===== src/rtl/uart_tx_pkg.sv =====
// Shared UART definitions: FSM state encodings, parity-type constants and the idle line level.
// The state names match those used by the receive-side FSM where they coincide.
package uart_tx_pkg;

    typedef enum logic [2:0] {
        StIdle   = 3'd0,
        StStart  = 3'd1,
        StData   = 3'd2,
        StParity = 3'd3,
        StStop   = 3'd4
    } tx_state_e;

    localparam logic ParityEven = 1'b0;
    localparam logic ParityOdd  = 1'b1;
    localparam logic LineIdle   = 1'b1;

    // xor_all is the reduction XOR of the data word.
    function automatic logic parity_of(input logic xor_all, input logic ptype);
        logic p;
        unique case (ptype)
            ParityEven: p = xor_all;
            ParityOdd:  p = ~xor_all;
            default:    p = xor_all;
        endcase
        return p;
    endfunction

endpackage


===== src/rtl/tx_bit_counter.sv =====
// Bit timing for the UART transmitter: edge_cnt paces each bit, bit_cnt indexes data bits.
module tx_bit_counter #(
    parameter int unsigned DWIDTH = 8,
    parameter int unsigned PWIDTH = 6,
    parameter int unsigned BCW    = $clog2(DWIDTH + 1)
) (
    input  logic              clk,
    input  logic              rst,
    input  logic              enable,
    input  logic              data_phase,
    input  logic [PWIDTH-1:0] prescale,
    output logic              bit_done,
    output logic [BCW-1:0]    bit_cnt
);

    logic [PWIDTH-1:0] edge_cnt_q;
    logic [BCW-1:0]    bit_cnt_q;
    logic [PWIDTH-1:0] last_edge;

    // A prescale of 0 behaves as 1; the terminal count never exceeds 2^PWIDTH-2.
    always_comb begin
        last_edge = (prescale == '0) ? '0 : prescale - 1'b1;
        bit_done  = enable && (edge_cnt_q == last_edge);
    end

    always_ff @(posedge clk or posedge rst) begin
        if (rst) begin
            edge_cnt_q <= '0;
            bit_cnt_q  <= '0;
        end else begin
            if (!enable || bit_done) begin
                edge_cnt_q <= '0;
            end else begin
                edge_cnt_q <= edge_cnt_q + 1'b1;
            end
            if (!data_phase) begin
                bit_cnt_q <= '0;
            end else if (bit_done) begin
                bit_cnt_q <= bit_cnt_q + 1'b1;
            end
        end
    end

    assign bit_cnt = bit_cnt_q;

endmodule


===== src/rtl/uart_tx.sv =====
// UART transmitter: latches a word on a valid/busy handshake and sends start, data (LSB first),
// optional parity and stop bits, each held for prescale cycles. Outputs are registered.
module uart_tx
    import uart_tx_pkg::*;
#(
    parameter int unsigned DWIDTH = 8,
    parameter int unsigned PWIDTH = 6
) (
    input  logic              clk,
    input  logic              rst,
    input  logic [DWIDTH-1:0] p_data,
    input  logic              data_valid,
    input  logic              parity_en,
    input  logic              parity_type,
    input  logic [PWIDTH-1:0] prescale,
    output logic              s_data,
    output logic              busy
);

    localparam int unsigned    BCW     = $clog2(DWIDTH + 1);
    localparam logic [BCW-1:0] LastBit = BCW'(DWIDTH - 1);

    tx_state_e         state_q, state_d;
    logic [DWIDTH-1:0] data_q;
    logic              par_en_q;
    logic              par_type_q;
    logic [PWIDTH-1:0] prescale_q;
    logic              s_data_q, s_data_d;
    logic              busy_q, busy_d;

    logic              accept;
    logic              bit_done;
    logic [BCW-1:0]    bit_cnt;
    logic [BCW-1:0]    idx_next;
    logic [DWIDTH-1:0] data_shifted;
    logic              parity_bit;

    assign accept     = (state_q == StIdle) && data_valid;
    assign parity_bit = parity_of(^data_q, par_type_q);

    tx_bit_counter #(
        .DWIDTH (DWIDTH),
        .PWIDTH (PWIDTH),
        .BCW    (BCW)
    ) u_bit_counter (
        .clk        (clk),
        .rst        (rst),
        .enable     (state_q != StIdle),
        .data_phase (state_q == StData),
        .prescale   (prescale_q),
        .bit_done   (bit_done),
        .bit_cnt    (bit_cnt)
    );

    always_ff @(posedge clk or posedge rst) begin
        if (rst) begin
            state_q    <= StIdle;
            s_data_q   <= LineIdle;
            busy_q     <= 1'b0;
            data_q     <= '0;
            par_en_q   <= 1'b0;
            par_type_q <= 1'b0;
            prescale_q <= '0;
        end else begin
            state_q  <= state_d;
            s_data_q <= s_data_d;
            busy_q   <= busy_d;
            if (accept) begin
                data_q     <= p_data;
                par_en_q   <= parity_en;
                par_type_q <= parity_type;
                prescale_q <= prescale;
            end
        end
    end

    always_comb begin
        state_d = state_q;
        unique case (state_q)
            StIdle:   if (data_valid) state_d = StStart;
            StStart:  if (bit_done) state_d = StData;
            StData: begin
                if (bit_done && (bit_cnt == LastBit)) begin
                    state_d = par_en_q ? StParity : StStop;
                end
            end
            StParity: if (bit_done) state_d = StStop;
            StStop:   if (bit_done) state_d = StIdle;
            default:  state_d = StIdle;
        endcase
    end

    // Outputs are computed for the upcoming state so the flops present them without delay.
    always_comb begin
        idx_next = '0;
        if (state_q == StData) begin
            idx_next = bit_done ? bit_cnt + 1'b1 : bit_cnt;
        end
        data_shifted = data_q >> idx_next;
        s_data_d     = LineIdle;
        busy_d       = 1'b1;
        unique case (state_d)
            StIdle: begin
                s_data_d = LineIdle;
                busy_d   = 1'b0;
            end
            StStart:  s_data_d = 1'b0;
            StData:   s_data_d = data_shifted[0];
            StParity: s_data_d = parity_bit;
            StStop:   s_data_d = 1'b1;
            default: begin
                s_data_d = LineIdle;
                busy_d   = 1'b0;
            end
        endcase
    end

    assign s_data = s_data_q;
    assign busy   = busy_q;

endmodule

===== config.mk =====
export PLATFORM = sky130hd
export DESIGN_NAME = uart_tx
export DESIGN_NICKNAME = d
export VERILOG_FILES = /design/src/rtl/uart_tx_pkg.sv /design/src/rtl/tx_bit_counter.sv /design/src/rtl/uart_tx.sv
export SDC_FILE = /design/constraint.sdc
export NUM_CORES = 1
export LEC_CHECK = 0
export BUFFER_PORTS_ARGS = -buffer_cell sky130_fd_sc_hd__clkbuf_2
export CAP_MARGIN = 20
export CORE_UTILIZATION = 40
export CTS_BUF_LIST = sky130_fd_sc_hd__clkbuf_8 sky130_fd_sc_hd__clkbuf_16
export DETAILED_ROUTE_END_ITERATION = 8
export PLACE_DENSITY = 0.55
export REMOVE_ABC_BUFFERS = 1
export SLEW_MARGIN = 20
export SYNTH_ARGS = -nofsm -noshare
export SYNTH_HDL_FRONTEND = slang
export SYNTH_SLANG_ARGS = --single-unit

===== constraint.sdc =====
create_clock -name clk -period 3.96 [get_ports clk]
set_input_delay 0.792 -clock clk [delete_from_list [all_inputs] [get_ports clk]]
set_output_delay 0.792 -clock clk [all_outputs]
set_load 0.02 [all_outputs]

### After elaboration in Yosys (flattened, before gate mapping)

Cells that the tools add are included.

* add/sub/neg operators: 3
* multiply operators: 0
* div/mod/pow operators: 0
* magnitude comparators: 0
* equal/unequal tests: 10
* shift operators: 1
* muxes and demuxes: 14
* bitwise logic cells: 2
* reduce and logical (&&, ||, !) cells: 10

Operators by type and width (number)
* two-way mux 3 bit: 6
* case mux 3 bit (5 select lines): 1
* == test 3 x 2 -> 1 bit, second input constant: 4
* two-way mux 6 bit: 2
* two-way mux 4 bit: 2
* parity 8 bit: 1
* right shift 8 x 4 -> 1 bit: 1
* adder 6 x 1 -> 6 bit, second input constant: 1
* == test 3 x 1 -> 1 bit, second input constant: 2
* == test 3 bit, second input constant: 2
* == test 6 bit: 1
* logical NOT 6 bit: 1
* subtractor 6 x 1 -> 6 bit, second input constant: 1
* adder 4 x 1 -> 4 bit, second input constant: 1
* == test 4 x 3 -> 1 bit, second input constant: 1
* OR reduction 4 bit: 1
* logical AND 1 bit: 3
* logical NOT 3 bit: 1
* case mux 1 bit (3 select lines): 1
* nonzero test 3 bit: 1
* NOT 1 bit: 2
* case mux 1 bit (2 select lines): 1
* logical NOT 1 bit: 1
* logical OR 1 bit: 1
* two-way mux 1 bit: 1

* register bits after elaboration: 31
* latch bits: 0
* bits in writable memories: 0
* ROM bits: 0
* bits of input ports: 19
* output and inout bits: 2
* logic and storage cells: 49
* memories: 0

### Longest topological paths before layout

* depth after elaboration: 10
* gate-level depth with buffers: 11
* mapped depth without buffers: 11

### By module

From an unflattened synthesis, not the netlist that was laid out.

* cells, all modules: 178
* area, all modules: 1889.3 um^2

Modules (own cells, without submodules)
* uart_tx: times used 1, cells each 101, area an instance 1166.1 um^2, sequential area each 526.8 um^2
* tx_bit_counter: times used 1, cells each 77, area an instance 723.2 um^2, sequential area each 250.2 um^2

### Least setup slack after synthesis

Ideal clock, no wire load.

* path kind: register -> register
* from: reg prescale_q[0]
* to: reg s_data_q, in the netlist s_data
* setup time: 0.072 ns
* arrival: 3.005 ns
* required time: 3.888 ns
* slack: 0.883 ns
* cell stages (with the launch flop): 11
* buffers on the path: 0
* period minus slack after synthesis: 3.077 ns
* cell sequence: dfrtp_1 > inv_1 > ha_1 > or3b_4 > or4_1 > o211ai_1 > nor4b_4 > mux2i_2 > mux2i_1 > a311o_1 > o21ai_1

* word-level cells in the longest chain between the ends: 9
* elaborated cells between the ends (all ways): 18
* classes of those cells: add/sub (1); eq/ne (4); shift (1); mux (9); reduce/logical (3)

Ends and longest elaborated chain
* start, declared: RTL line uart_tx.sv:27 `logic [PWIDTH-1:0] prescale_q;`
* start signal, assigned: RTL line uart_tx.sv:72 `prescale_q <= prescale;`
* subtractor 6 x 1 -> 6 bit or logical NOT 6 bit (tied branches): RTL line tx_bit_counter.sv:22 `last_edge = (prescale == '0) ? '0 : prescale - 1'b1;`
* two-way mux 6 bit (*): RTL line tx_bit_counter.sv:22
* == test 6 bit (*): RTL line tx_bit_counter.sv:23 `bit_done = enable && (edge_cnt_q == last_edge);`
* logical AND 1 bit (*): RTL line tx_bit_counter.sv:23
* logical AND 1 bit: RTL line uart_tx.sv:83 `if (bit_done && (bit_cnt == LastBit)) begin`
* two-way mux 3 bit: RTL line uart_tx.sv:83
* case mux 3 bit (5 select lines): RTL line uart_tx.sv:79 `unique case (state_q)`
* == test 3 x 2 -> 1 bit or == test 3 x 1 -> 1 bit (tied branches): RTL line uart_tx.sv:102 `unique case (state_d)`
* case mux 1 bit (3 select lines) (*): RTL line uart_tx.sv:102
* named net s_data_d: RTL line uart_tx.sv:28 `logic s_data_q, s_data_d;`
* end signal, assigned: RTL line uart_tx.sv:58 `s_data_q <= LineIdle;`
* end signal, assigned: RTL line uart_tx.sv:66 `s_data_q <= s_data_d;`
* end, declared: RTL line uart_tx.sv:28

The timed path passes the listed nets; every way through them passes the cells marked *.
A chain may end at the register's enable or synchronous reset.

### Worst setup path in the final report

Same ends and word-level chain as after synthesis.

==> results.md <==
* Synth area leaders: dfrtp_1 (43%), mux2_2 (8.9%), xnor2_1 (5.0%), mux2i_1 (4.0%), xor2_1 (3.5%)
* Die Footprint at 4680 µm²
* Buf/Inv on CP at 1
* Mean number of vias per cell at 5.25
* Initial antenna violation count at 0
* Cells on worst reg2reg path at 10
* Synth Area in Simple Gates at 18.7%
* Lkg Pwr at 0.926 nW
* Most frequent cell after synthesis: dfrtp_1
* Crit path cell chain: inv_1 -> ha_1 -> or3b_4 -> or4_1 -> o211ai_1 -> nor4b_4 -> mux2i_2 -> mux2i_1 -> a311o_1 -> o21ai_1
* Critical-path top delay cell: nor4b_4
* Sum Neg Setup Slack at 0 ns
* Levels on crit path at 10
* Largest vdd supply drop at 345 µV
* Top_reg_cell synth: dfrtp_1
* CP Class: reg2reg
* Post-synthesis mux area share at 13.7%
* Fmax at 0.295 GHz
* CTS Hold Bufs at 0
* Total Wirelength at 3330 µm
* CTS Buf Count at 5
* Count of cell types in the netlist at 48
* Hold path start: par_type_q
* Clock root cell: clkbuf_8
* CP arrival at 3.59 ns
* GR Overflow Total at 0
* Status: complete, no violations
* RSZ-0062 raised after global routing: false
* DRT antenna net count at 0
* Family with the most delay on the worst path: simple AND/OR/NAND/NOR gates
* Drt pass-1 iters at 4
* Num rows at 23
* Final slew viol count at 0
* Min cycle time layout at 3.39 ns
* Starting Density at 42.8%
* CTS resizes at 0
* Total number of vias at 1249
* Ys async rst share at 100%
* Synth cell count leaders: dfrtp_1 (30), mux2_2 (14), nor2_1 (14)
* Slew Limit Headroom at 45.7%
* Power per cell area at 780 nW/µm²
* # Max-Cap Violations at 0
* Ports at 21
* Die H at 68.4 µm
* Tightest Pin Transition at 0.815 ns
* Post-synth top area cell: dfrtp_1
* Number of synthesized flops with an enable pin at 0
* CP peak stage delay at 0.53 ns
* CTS tree: built
* GRT Total Usage at 17.1%
* Sequential element share of the synthesized area at 44.1%
* Worst setup SP type: register
* Largest net degree at the start of global routing at 32
* Top-area cell type share of the netlist area at 42.6%
* Share of layout cells above drive strength 1 at 31.9%
* Synth Area in XOR/XNOR at 8.45%
* Synth warn at 0
* Fill count at 384
* DP HPWL at 2490 µm
* H-tree depth at 2
* Core ar. at 4120 µm²
* Post-Synth Adder-Cell Area at 2.13%
* Tcrit/Tclk final at 85.5%
* HP Class: reg2reg
* RePlAce Congestion at 0.817
* Critical R2R Launch: prescale_q[0]
* Clk_lat worst skew at 0.27 ns
* Finished Core Util at 48.5%
* Worst Path Required at 4.17 ns
* Nets at 209
* Crit. Startpoint: prescale_q[0]
* Area of the mapped netlist at 1760 µm²
* Critical path endpoint category: register
* Combinational family with the most area after synthesis: simple AND/OR/NAND/NOR gates
* Area Growth Syn to Fin at 13.2%
* Vias in the first global route at 1278
* Final setup fails at 0
* Number of remaining DRC errors at 0
* Syn Area/Cell at 10.8 µm²
* I/O Buffers at 20
* Crit-path max FO at 9
* CTS Sinks at 31
* Max Clock Skew at 0.00478 ns
* Clock slew at reported path FFs at 0.06 ns
* Worst R2R End: s_data
* Post-synthesis compound-gate area fraction at 9.94%
* Post-DR wirelength/cell at 14.0 µm
* CP endpoint: s_data
* Flops & latches, synth at 31
* Die width at 68.4 µm
* Post-CTS Setup Bufs at 0
* Hold Violations, Final at 0
* Cells after Synth at 163
* Ant. Diodes at 0
* Worst reg2reg setup slack at 0.57 ns
* First-pass GRT wire length at 5900 µm
* First-iteration detailed-routing DRC count at 28
* Max Buffers Root-to-Sink at 2
==> registers in the layout (all words and copies together), names as in the netlist <==
signal	flops
busy	1
par_type_q	1
s_data	1
state_q	3
u_bit_counter.edge_cnt_q	6
data_q	8
u_bit_counter.bit_cnt	4
prescale_q	6
par_en_q	1
==> worst min path at each step <==
stage | endpoint | slack (ns) | cells past startpoint
2_1_floorplan | u_bit_counter.edge_cnt_q[0] | 0.48 | 1
3_3_place_gp | par_type_q | 0.52 | 1
3_5_place_dp | par_type_q | 0.53 | 1
4_1_cts | par_type_q | 0.54 | 1
5_1_grt | data_q[6] | 0.59 | 1
6_report | par_type_q | 0.54 | 1
==> area by class of cell <==
type / instances / area [µm²] / share of cell area (%)
Multi-Input combinational cell: 120 / 933 / 46.8
Timing Repair Buffer: 22 / 115 / 5.77
Sequential cell: 31 / 777 / 38.9
Clock inverter: 3 / 12.5 / 0.627
Tap cell: 50 / 62.6 / 3.13
Inverter: 7 / 26.3 / 1.32
Clock buffer: 5 / 68.8 / 3.45
==> report_power, final <==
| part | switching, mW | total, mW | internal [mW] |
|---|---|---|---|
| registers | 0.159 | 0.603 | 0.444 |
| clock network | 0.109 | 0.227 | 0.118 |
| logic | 0.340 | 0.726 | 0.386 |
==> cells in the final DEF (no fill, tap or decap), types with 3 or more instances in the layout <==
cell type   n
clkbuf_2   20
xor2_1      7
o21ai_1     3
dfrtp_1    30
nor2b_1     4
inv_1       8
nand2_1    10
and3_1      3
clkbuf_8    5
nand2b_1    4
ha_1        3
nor2_1     14
mux2_2     14
mux2i_1     7
xnor2_1    10
o21ai_0     4
==> kinds of logic after synthesis <==
kind of cell             count (synthesis)
AND/OR/NAND/NOR                         56
multiplexers                            22
flip-flops                              31
buffers and inverters                   12
AO/OA/AOI/OAI                           22
XOR/XNOR                                17
adder cells (fa/ha/maj)                  3
==> metrics by stage <==
step                      setup WS (ns)  power, mW  cells  hold slack [ns]  instance area [µm²]
after floorplan                   0.883       1.18    158            0.482                 1740
after global placement            0.697       1.32    230            0.520                 1910
after detailed placement          0.613       1.34    230            0.527                 1910
after CTS                         0.568       1.58    238            0.543                 2000
after global routing              0.323       1.71    238            0.590                 2000
final                             0.573       1.56    238            0.537                 2000
==> routing by layer <==
metal | vias to the layer above | GRT usage (%) | share of wire (%)
li1 | 624 | - | -
met1 | 606 | 21.9 | 46
met2 | 19 | 27.9 | 51
met3 | 0 | 5.00 | 2.9
met4 | 0 | 4.43 | 0
met5 | - | 0 | 0
No activity file was read; power rests on OpenSTA's default activity.
